[src/rtl/data_cache_if.sv]
// Load/store port from the MEM stage and block port to data_memory, bundled for the L1 data cache.
// slave = cache side, master = pipeline/memory side.
interface data_cache_if;
  logic         read;
  logic         write;
  logic [2:0]   funct3;
  logic [31:0]  address;
  logic [31:0]  write_data;
  logic [31:0]  read_data;
  logic         busywait;
  logic         mem_read;
  logic         mem_write;
  logic [27:0]  mem_address;
  logic [127:0] mem_writedata;
  logic [127:0] mem_readdata;
  logic         mem_busywait;

  modport slave (
    input  read, write, funct3, address, write_data, mem_readdata, mem_busywait,
    output read_data, busywait, mem_read, mem_write, mem_address, mem_writedata
  );

  modport master (
    output read, write, funct3, address, write_data, mem_readdata, mem_busywait,
    input  read_data, busywait, mem_read, mem_write, mem_address, mem_writedata
  );
endinterface

[src/rtl/data_cache.sv]
// Direct-mapped write-back/write-allocate L1 D-cache: hits return in the same cycle with no stall;
// misses hold busywait high through an optional dirty writeback and a block refill.
module data_cache #(
  parameter int INDEX_BITS = 3
) (
  input logic        clock,
  input logic        reset,
  data_cache_if.slave bus
);
  localparam int LINES    = 1 << INDEX_BITS;
  localparam int TAG_BITS = 28 - INDEX_BITS;

  typedef enum logic [1:0] {IDLE, WRITEBACK, ALLOCATE} state_t;

  state_t state, state_nxt;

  logic [LINES-1:0]    valid, dirty;
  logic [TAG_BITS-1:0] tag_arr  [LINES];
  logic [127:0]        data_arr [LINES];

  logic [3:0]            offset;
  logic [INDEX_BITS-1:0] index;
  logic [TAG_BITS-1:0]   tag;
  logic                  access, hit, load_hit, store_hit, refill_done;
  logic [127:0]          line, line_st;
  logic [31:0]           sel_word;
  logic [15:0]           sel_half;
  logic [7:0]            sel_byte;

  assign offset = bus.address[3:0];
  assign index  = bus.address[3+INDEX_BITS:4];
  assign tag    = bus.address[31:4+INDEX_BITS];

  assign access      = bus.read ^ bus.write;
  assign hit         = valid[index] && (tag_arr[index] == tag);
  assign load_hit    = !reset && (state == IDLE) && bus.read && !bus.write && hit;
  assign store_hit   = !reset && (state == IDLE) && bus.write && !bus.read && hit;
  assign refill_done = (state == ALLOCATE) && !bus.mem_busywait;

  assign line     = data_arr[index];
  assign sel_word = line[{offset[3:2], 5'b0} +: 32];
  assign sel_half = line[{offset[3:1], 4'b0} +: 16];
  assign sel_byte = line[{offset, 3'b0} +: 8];

  always_comb begin
    bus.read_data = '0;
    if (load_hit) begin
      case (bus.funct3)
        3'b000:  bus.read_data = {{24{sel_byte[7]}}, sel_byte};
        3'b001:  bus.read_data = {{16{sel_half[15]}}, sel_half};
        3'b100:  bus.read_data = {24'b0, sel_byte};
        3'b101:  bus.read_data = {16'b0, sel_half};
        default: bus.read_data = sel_word;
      endcase
    end
  end

  // Store merge: funct3[1:0] gives the access width, the offset picks the lane.
  always_comb begin
    line_st = line;
    case (bus.funct3[1:0])
      2'b00:   line_st[{offset, 3'b0} +: 8]         = bus.write_data[7:0];
      2'b01:   line_st[{offset[3:1], 4'b0} +: 16]   = bus.write_data[15:0];
      default: line_st[{offset[3:2], 5'b0} +: 32]   = bus.write_data;
    endcase
  end

  always_comb begin
    state_nxt         = state;
    bus.busywait      = 1'b0;
    bus.mem_read      = 1'b0;
    bus.mem_write     = 1'b0;
    bus.mem_address   = '0;
    bus.mem_writedata = '0;
    if (!reset) begin
      case (state)
        IDLE: begin
          if (access && !hit) begin
            bus.busywait = 1'b1;
            state_nxt    = (valid[index] && dirty[index]) ? WRITEBACK : ALLOCATE;
          end
        end
        WRITEBACK: begin
          bus.busywait      = 1'b1;
          bus.mem_write     = 1'b1;
          bus.mem_address   = {tag_arr[index], index};
          bus.mem_writedata = line;
          if (!bus.mem_busywait) state_nxt = ALLOCATE;
        end
        ALLOCATE: begin
          bus.busywait    = 1'b1;
          bus.mem_read    = 1'b1;
          bus.mem_address = {tag, index};
          if (!bus.mem_busywait) state_nxt = IDLE;
        end
        default: state_nxt = IDLE;
      endcase
    end
  end

  always_ff @(posedge clock or posedge reset) begin
    if (reset) begin
      state <= IDLE;
      valid <= '0;
      dirty <= '0;
    end else begin
      state <= state_nxt;
      if (refill_done) begin
        valid[index] <= 1'b1;
        dirty[index] <= 1'b0;
      end else if (store_hit) begin
        dirty[index] <= 1'b1;
      end
    end
  end

  // Line payload and tags need no reset; valid gates every use of them.
  always_ff @(posedge clock) begin
    if (refill_done && !reset) begin
      data_arr[index] <= bus.mem_readdata;
      tag_arr[index]  <= tag;
    end else if (store_hit) begin
      data_arr[index] <= line_st;
    end
  end
endmodule
[src/flat_wrapper.sv]
// flat-port wrapper written by rule: the top's interface ports become plain ports
module data_cache_flat 
#(
  parameter int INDEX_BITS = 3
)
  (clock, reset, bus_read, bus_write, bus_funct3, bus_address, bus_write_data, bus_mem_readdata, bus_mem_busywait, bus_read_data, bus_busywait, bus_mem_read, bus_mem_write, bus_mem_address, bus_mem_writedata);
  data_cache_if bus_i ();
  input logic clock;
  input logic reset;
  input wire logic [$bits(bus_i.read)-1:0] bus_read;
  input wire logic [$bits(bus_i.write)-1:0] bus_write;
  input wire logic [$bits(bus_i.funct3)-1:0] bus_funct3;
  input wire logic [$bits(bus_i.address)-1:0] bus_address;
  input wire logic [$bits(bus_i.write_data)-1:0] bus_write_data;
  input wire logic [$bits(bus_i.mem_readdata)-1:0] bus_mem_readdata;
  input wire logic [$bits(bus_i.mem_busywait)-1:0] bus_mem_busywait;
  output wire logic [$bits(bus_i.read_data)-1:0] bus_read_data;
  output wire logic [$bits(bus_i.busywait)-1:0] bus_busywait;
  output wire logic [$bits(bus_i.mem_read)-1:0] bus_mem_read;
  output wire logic [$bits(bus_i.mem_write)-1:0] bus_mem_write;
  output wire logic [$bits(bus_i.mem_address)-1:0] bus_mem_address;
  output wire logic [$bits(bus_i.mem_writedata)-1:0] bus_mem_writedata;
  assign bus_i.read = bus_read;
  assign bus_i.write = bus_write;
  assign bus_i.funct3 = bus_funct3;
  assign bus_i.address = bus_address;
  assign bus_i.write_data = bus_write_data;
  assign bus_i.mem_readdata = bus_mem_readdata;
  assign bus_i.mem_busywait = bus_mem_busywait;
  assign bus_read_data = bus_i.read_data;
  assign bus_busywait = bus_i.busywait;
  assign bus_mem_read = bus_i.mem_read;
  assign bus_mem_write = bus_i.mem_write;
  assign bus_mem_address = bus_i.mem_address;
  assign bus_mem_writedata = bus_i.mem_writedata;
  data_cache #(.INDEX_BITS(INDEX_BITS)) u_core (.clock(clock), .reset(reset), .bus(bus_i));
endmodule
[config.mk]
export PLATFORM = sky130hd
export DESIGN_NAME = data_cache_flat
export DESIGN_NICKNAME = d
export VERILOG_FILES = /design/src/rtl/data_cache_if.sv /design/src/rtl/data_cache.sv /design/src/flat_wrapper.sv
export SDC_FILE = /design/constraint.sdc
export NUM_CORES = 2
export LEC_CHECK = 0
export BUFFER_PORTS_ARGS = -buffer_cell sky130_fd_sc_hd__buf_2
export CORE_ASPECT_RATIO = 0.5
export CORE_MARGIN = 4
export CORE_UTILIZATION = 25
export DETAILED_ROUTE_END_ITERATION = 10
export PLACE_DENSITY = 0.43
export SETUP_SLACK_MARGIN = 0.4
export SLEW_MARGIN = 20
export SYNTH_ARGS = -nofsm -noshare
export SYNTH_HDL_FRONTEND = slang
export SYNTH_SLANG_ARGS = --single-unit
[constraint.sdc]
create_clock -name clock -period 17.1 [get_ports clock]
set_input_delay 0 -clock clock [delete_from_list [all_inputs] [get_ports clock]]
set_output_delay 0 -clock clock [all_outputs]
set_load 0.005 [all_outputs]
### Yosys cells after proc, flatten, opt, wreduce, memory -nomap -nowiden

Memory sizes are Yosys's and may differ from the RTL's.
Cells that the tools add are included.

* multiply operators: 0
* shift-type cells: 9
* add/subtract/negate cells: 3
* magnitude comparators: 2
* reduce and logical (&&, ||, !) cells: 24
* divide/modulo/power cells: 0
* mux-type cells: 36
* bitwise gates (word level): 7
* equality and inequality tests: 10

Operator list (number)
* $bwmux 128: 3
* $mux 128: 3
* $pmux 128 s2: 1
* $pmux 32 s4: 1
* $shift 16x9->128 const A: 1
* $shift 32x9->128 const A: 1
* $shift 8x9->128 const A: 1
* $shiftx 128x8->16: 1
* $shiftx 128x8->32: 1
* $shiftx 128x8->8: 1
* $shiftx 16x9->128: 1
* $shiftx 32x9->128: 1
* $shiftx 8x9->128: 1
* $pmux 28 s2: 1
* $mux 32: 1
* $mux 28: 1
* $neg 7->9: 3
* $eq 25x25->1: 1
* $mux 8: 2
* $or 8x8->8: 2
* $mux 1: 14
* $logic_and 1x1->1: 13
* $and 8x8->8: 1
* $mux 2: 4
* 21 further kinds: 31

* bits in writable memories: 1224
* output and inout bits: 191
* bits in latches: 0
* bits of input ports: 200
* bits in read-only memories: 0
* memories: 2
* flip-flop bits (word level): 18
* logic and storage cells: 96

Memory list
* u_core.data_arr: words 8, bits a word 128, rd ports 1, clocked after memory_dff 0, wr ports 1, RTL line data_cache.sv:19 `logic [127:0] data_arr [LINES];`
* u_core.tag_arr: words 8, bits a word 25, rd ports 1, clocked after memory_dff 0, wr ports 1, RTL line data_cache.sv:18 `logic [TAG_BITS-1:0] tag_arr [LINES];`

### Longest topological paths before layout

* depth in word-level cells: 9
* mapped depth: 16
* mapped depth without buffers: 11

### Worst setup path after synthesis

Ideal clock, no wire load.

* kind: in2reg
* start: input bus_address[5]
* end: memory u_core.data_arr[0][0], enable pin
* arrival time: 10740 ps
* path slack: 5589 ps
* path buffers: 2
* data required time: 16329 ps
* stages: 10
* setup time: 771 ps
* path through: buf_2 buf_2 mux4_2 mux2i_1 xnor2_1 nor3_1 nand4_1 nor4_4 a21boi_1 nor3_1

* cells in the longest elaborated chain, start to end: 8
* elaborated cells between the ends (all ways): 10
* classes of those cells: eq/ne (1); mux (5); bitwise (1); reduce/logical (2); memory (1)

RTL lines
* start: declaration: RTL line flat_wrapper.sv:13 `input wire logic [$bits(bus_i.address)-1:0] bus_address;`
* $mem_v2 8x25 or $bmux 1 s3 (tied branches)
* $eq 25x25->1 or $mux 1 (tied branches): RTL line data_cache.sv:35 `assign hit = valid[index] && (tag_arr[index] == tag);`
* $logic_and 1x1->1: RTL line data_cache.sv:35
* $logic_and 1x1->1: RTL line data_cache.sv:37 `assign store_hit = !reset && (state == IDLE) && bus.write && !bus.read && hit;`
* $mux 1: RTL line data_cache.sv:122 `end else if (store_hit) begin`
* $mux 1: RTL line data_cache.sv:119 `if (refill_done && !reset) begin`
* $mux 1 (implied by the code): RTL line data_cache.sv:123 `data_arr[index] <= line_st;`
* $or 1x1->1 (no line)
* end: declaration: RTL line data_cache.sv:19

Several ways; a longest one is shown, not always the timed one. The select of a mux whose other input is x is not followed.

### Final worst setup path

* start: input bus_address[5]
* end: memory u_core.data_arr[5][126], enable pin

Same word-level chain as after synthesis.

==> summary.txt <==
Yosys
  – Most frequent cell after synthesis: edfxtp_1
  – Yosys top cell area share: 0.6226
  – Sequential area share after synthesis: 0.6302
  – FF+latch count, synth: 1242
  – Cell Area, Synth: 59040 um^2
  – Top cells by count, synth: edfxtp_1 (1224), nand2_1 (452), nor2_1 (315)
  – Avg Inst Size Synth: 13.52 um^2
  – Mapped Nets: 4585
  – Synth warnings: 0
  – Number of synthesized flops with an enable pin: 1224
  – Synth area leaders: edfxtp_1 (62%), mux4_2 (4.1%), mux2i_1 (3.4%)
  – Asr flop ratio synth: 0.01449
  – Synth cell types: 77
  – Mapped Cells: 4368
  – Cell accounting for the most synthesized area: edfxtp_1
  – Top_reg_cell synth: edfxtp_1

Placed design
  – Dpl hpwl: 175200 um
  – RePlAce Congestion: 0.9623
  – PortBufs: 390
  – Dpl cells: 7703

STA
  – Clock Skews: 50.31 ps
  – Min cycle time layout: 6444 ps
  – Slew margin rel.: 0.1720
  – Hold Vio Cnt, Final: 0
  – FMAX: 155.2 MHz
  – Fin. max-slew vios: 0
  – Slew @ Worst Pin: 1242 ps
  – # setup viols final: 0
  – Post-route clock period utilization: 0.3769
  – Sum of negative setup slack: 0 ps
  – RSZ-0062 raised after global routing: no

CTS
  – Sink Count: 1242
  – H-Tree Depth: 3
  – Reg clk slew, reported paths: 70 ps
  – CTS tree: built
  – CTS buffer count: 120
  – CTS root buf: clkbuf_16
  – Clk_lat worst skew: 760 ps
  – Cts repair resizes: 0
  – Max Root-Sink Buffers: 3

Drt
  – Wire per inst: 33.17 um
  – Residual DRC count: 0
  – Post-DR vias/cell: 5.431
  – DRT antenna net count: 0
  – Final WL: 268800 um
  – 1st-iter DRT viols: 5523
  – First-pass DRT Iterations: 9
  – Vias post-DR: 44010

Critical path
  – CP max-delay cell: nor4_4
  – Sequence of cells on the critical path: buf_8 > buf_4 > nor2b_4 > buf_4 > a22oi_1 > and3b_1 > nor3_1 > nand4_1 > nor4_4 > a21boi_1 > buf_4 > nor2_4 > buf_4 > buf_4 > buf_4
  – Worst EP required: 17460 ps
  – Critical path class: input pin to register
  – Nature of the critical path endpoint: register
  – Crit path max fanout: 60
  – Startpoint Class: input pin
  – Critical Path Most Common Cell: buf_4
  – Slowest cell delay on critical path: 940 ps
  – Crit path DAT: 6810 ps

Power and ir drop
  – VDD IR max: 0.08438 mV
  – Clock power share: 0.368
  – Sw frac: 0.2750
  – Sequential Power Share: 0.479
  – Comb pwr share: 0.152
  – Pwr per Cell Area: 101.2 nW/um^2
  – Sw Pwr: 1970 uW
  – Cell Int Power: 5194 uW
  – Leak: 0.02424 uW
  – Total Power: 7164 uW

Finish
  – Layout cells sized above 1: 0.2167
  – # nets final: 5094
  – P&R area growth vs syn: 19.90%
  – Non-filler instance count after layout: 8104

Global routing
  – Via count of the first global-routing pass: 42440
  – Total track usage: 0.2129
  – Initial antenna violation count: 46
  – GRT overflow: 0
  – Largest net degree at the start of global routing: 111
  – First-pass GRT wire length: 366600 um

Outcome
  – Status: completed

Floorplan
  – Core ar.: 233500 um^2
  – Die height: 351.6 um
  – Die ar.: 244500 um^2
  – Site Rows: 125
  – Ports: 391
  – Die width: 695.2 um
  – Starting Density: 0.2528

Run
  – Max Cap Viol: 0

Hold path
  – HP Class: input pin to register
==> cell usage in the layout, fill, tap and decap left out, types with 18 or more instances in the layout <==
cell type and n:
dlygate4sd3_1 161, o21ai_0 249, nor3_1 30, o211ai_1 73, a222oi_1 30, clkbuf_16 120, mux2_2 135, edfxtp_1 1224
buf_4 189, mux4_2 107, buf_2 386, o2bb2ai_1 21, inv_1 24, a31oi_1 26, o22ai_1 20, a22oi_1 115
clkinv_2 23, clkinv_1 29, a221o_1 74, dfrtp_1 18, xnor2_1 19, mux2_1 115, a21oi_1 121, a221oi_1 116
diode_2 18, mux2i_1 198, o221ai_1 30, and2_1 18, nand3_1 74, nand2_1 450, clkbuf_1 28, a211oi_1 72
nor2b_1 19, a22o_1 48, and3_1 18, nor2_1 302
==> cell type report <==
class	instances	area [um^2]
Timing Repair Buffer	748	5169
Fill cell	23340	162700
Sequential cell	1242	37210
Multi-Input combinational cell	2732	20480
Tap cell	3111	3892
Clock buffer	148	3108
Antenna cell	18	45.04
Clock inverter	72	752.0
Inverter	33	126.4
==> flip-flops by register name, indices dropped and copies added (netlist names), named ones only <==
| signal | count |
|---|---|
| u_core.data_arr | 1024 |
| u_core.tag_arr | 200 |
| u_core.valid | 8 |
| u_core.state | 2 |
==> logic make-up after synthesis <==
| logic type | share of synthesized area |
|---|---|
| flip-flops | 0.6302 |
| adder cells (fa/ha/maj) | 0.003603 |
| AND/OR/NAND/NOR | 0.07543 |
| multiplexers | 0.1222 |
| buffers and inverters | 0.02963 |
| XOR/XNOR | 0.003116 |
| AO/OA/AOI/OAI | 0.1357 |
==> metrics by stage <==
| step | utilization | hold WS [ps] | setup WS, ps | cell area, um^2 |
|---|---|---|---|---|
| final | 0.3031 | 81.55 | 10660 | 70780 |
| after detailed placement | 0.2793 | 121.0 | 9848 | 65220 |
| after global placement | 0.2793 | 110.8 | 9830 | 65210 |
| after global routing | 0.3030 | 38.52 | 10390 | 70760 |
| after floorplan | - | -107.5 | 5589 | 59040 |
| after CTS | 0.3028 | 18.28 | 10630 | 70690 |
==> repair_timing <==
action,CTS,global route
hold buffers,161,0
setup buffers,0,0
hold endpoints to repair,1252,0
==> worst paths after layout <==
| path | start | endpoint | slack (ps) | cells after the start |
|---|---|---|---|---|
| setup / recovery | bus_address[5] | u_core.data_arr[5][126]$_DFFE_PP_ | 10660 | 15 |
| hold / removal | bus_mem_readdata[46] | u_core.data_arr[2][46]$_DFFE_PP_ | 80 | 3 |
| setup reg to reg | u_core.tag_arr[6][21]$_DFFE_PP_ | u_core.data_arr[5][126]$_DFFE_PP_ | 11140 | 12 |
| hold reg to reg | u_core.valid[7]$_DFFE_PP0P_ | u_core.valid[7]$_DFFE_PP0P_ | 460 | 1 |
| max in group asynchronous | reset | asynchronous set/reset pin | 16390 | 5 |
| min in group asynchronous | reset | asynchronous set/reset pin | 460 | 5 |
==> metal layers <==
layer | vias to the layer above | GRT usage | routed length (um)
li1 | 18360 | - | -
met5 | - | 0 | 118
met1 | 22760 | 0.2745 | 109000
met4 | 18 | 0.1123 | 16350
met2 | 2293 | 0.3413 | 123400
met3 | 583 | 0.03972 | 19960
==> critical path: cells and delay by family <==
family                 cells  cell delay (ps)
buffers and inverters      7             4210
and+or+nand+nor            6             1930
AOI/OAI and AO/OA          2              390
==> power by group through the flow <==
| stage | Combinational, uW | Clock (uW) | Sequential [uW] |
|---|---|---|---|
| after floorplan | 506 | 0 | 3500 |
| after detailed placement | 1040 | 0 | 3500 |
| after global routing | 1130 | 2840 | 3430 |
| final | 1090 | 2640 | 3430 |
| after CTS | 1070 | 2700 | 3430 |
| after global placement | 1040 | 0 | 3500 |
Note: power is estimated with default switching activity, not from simulation.
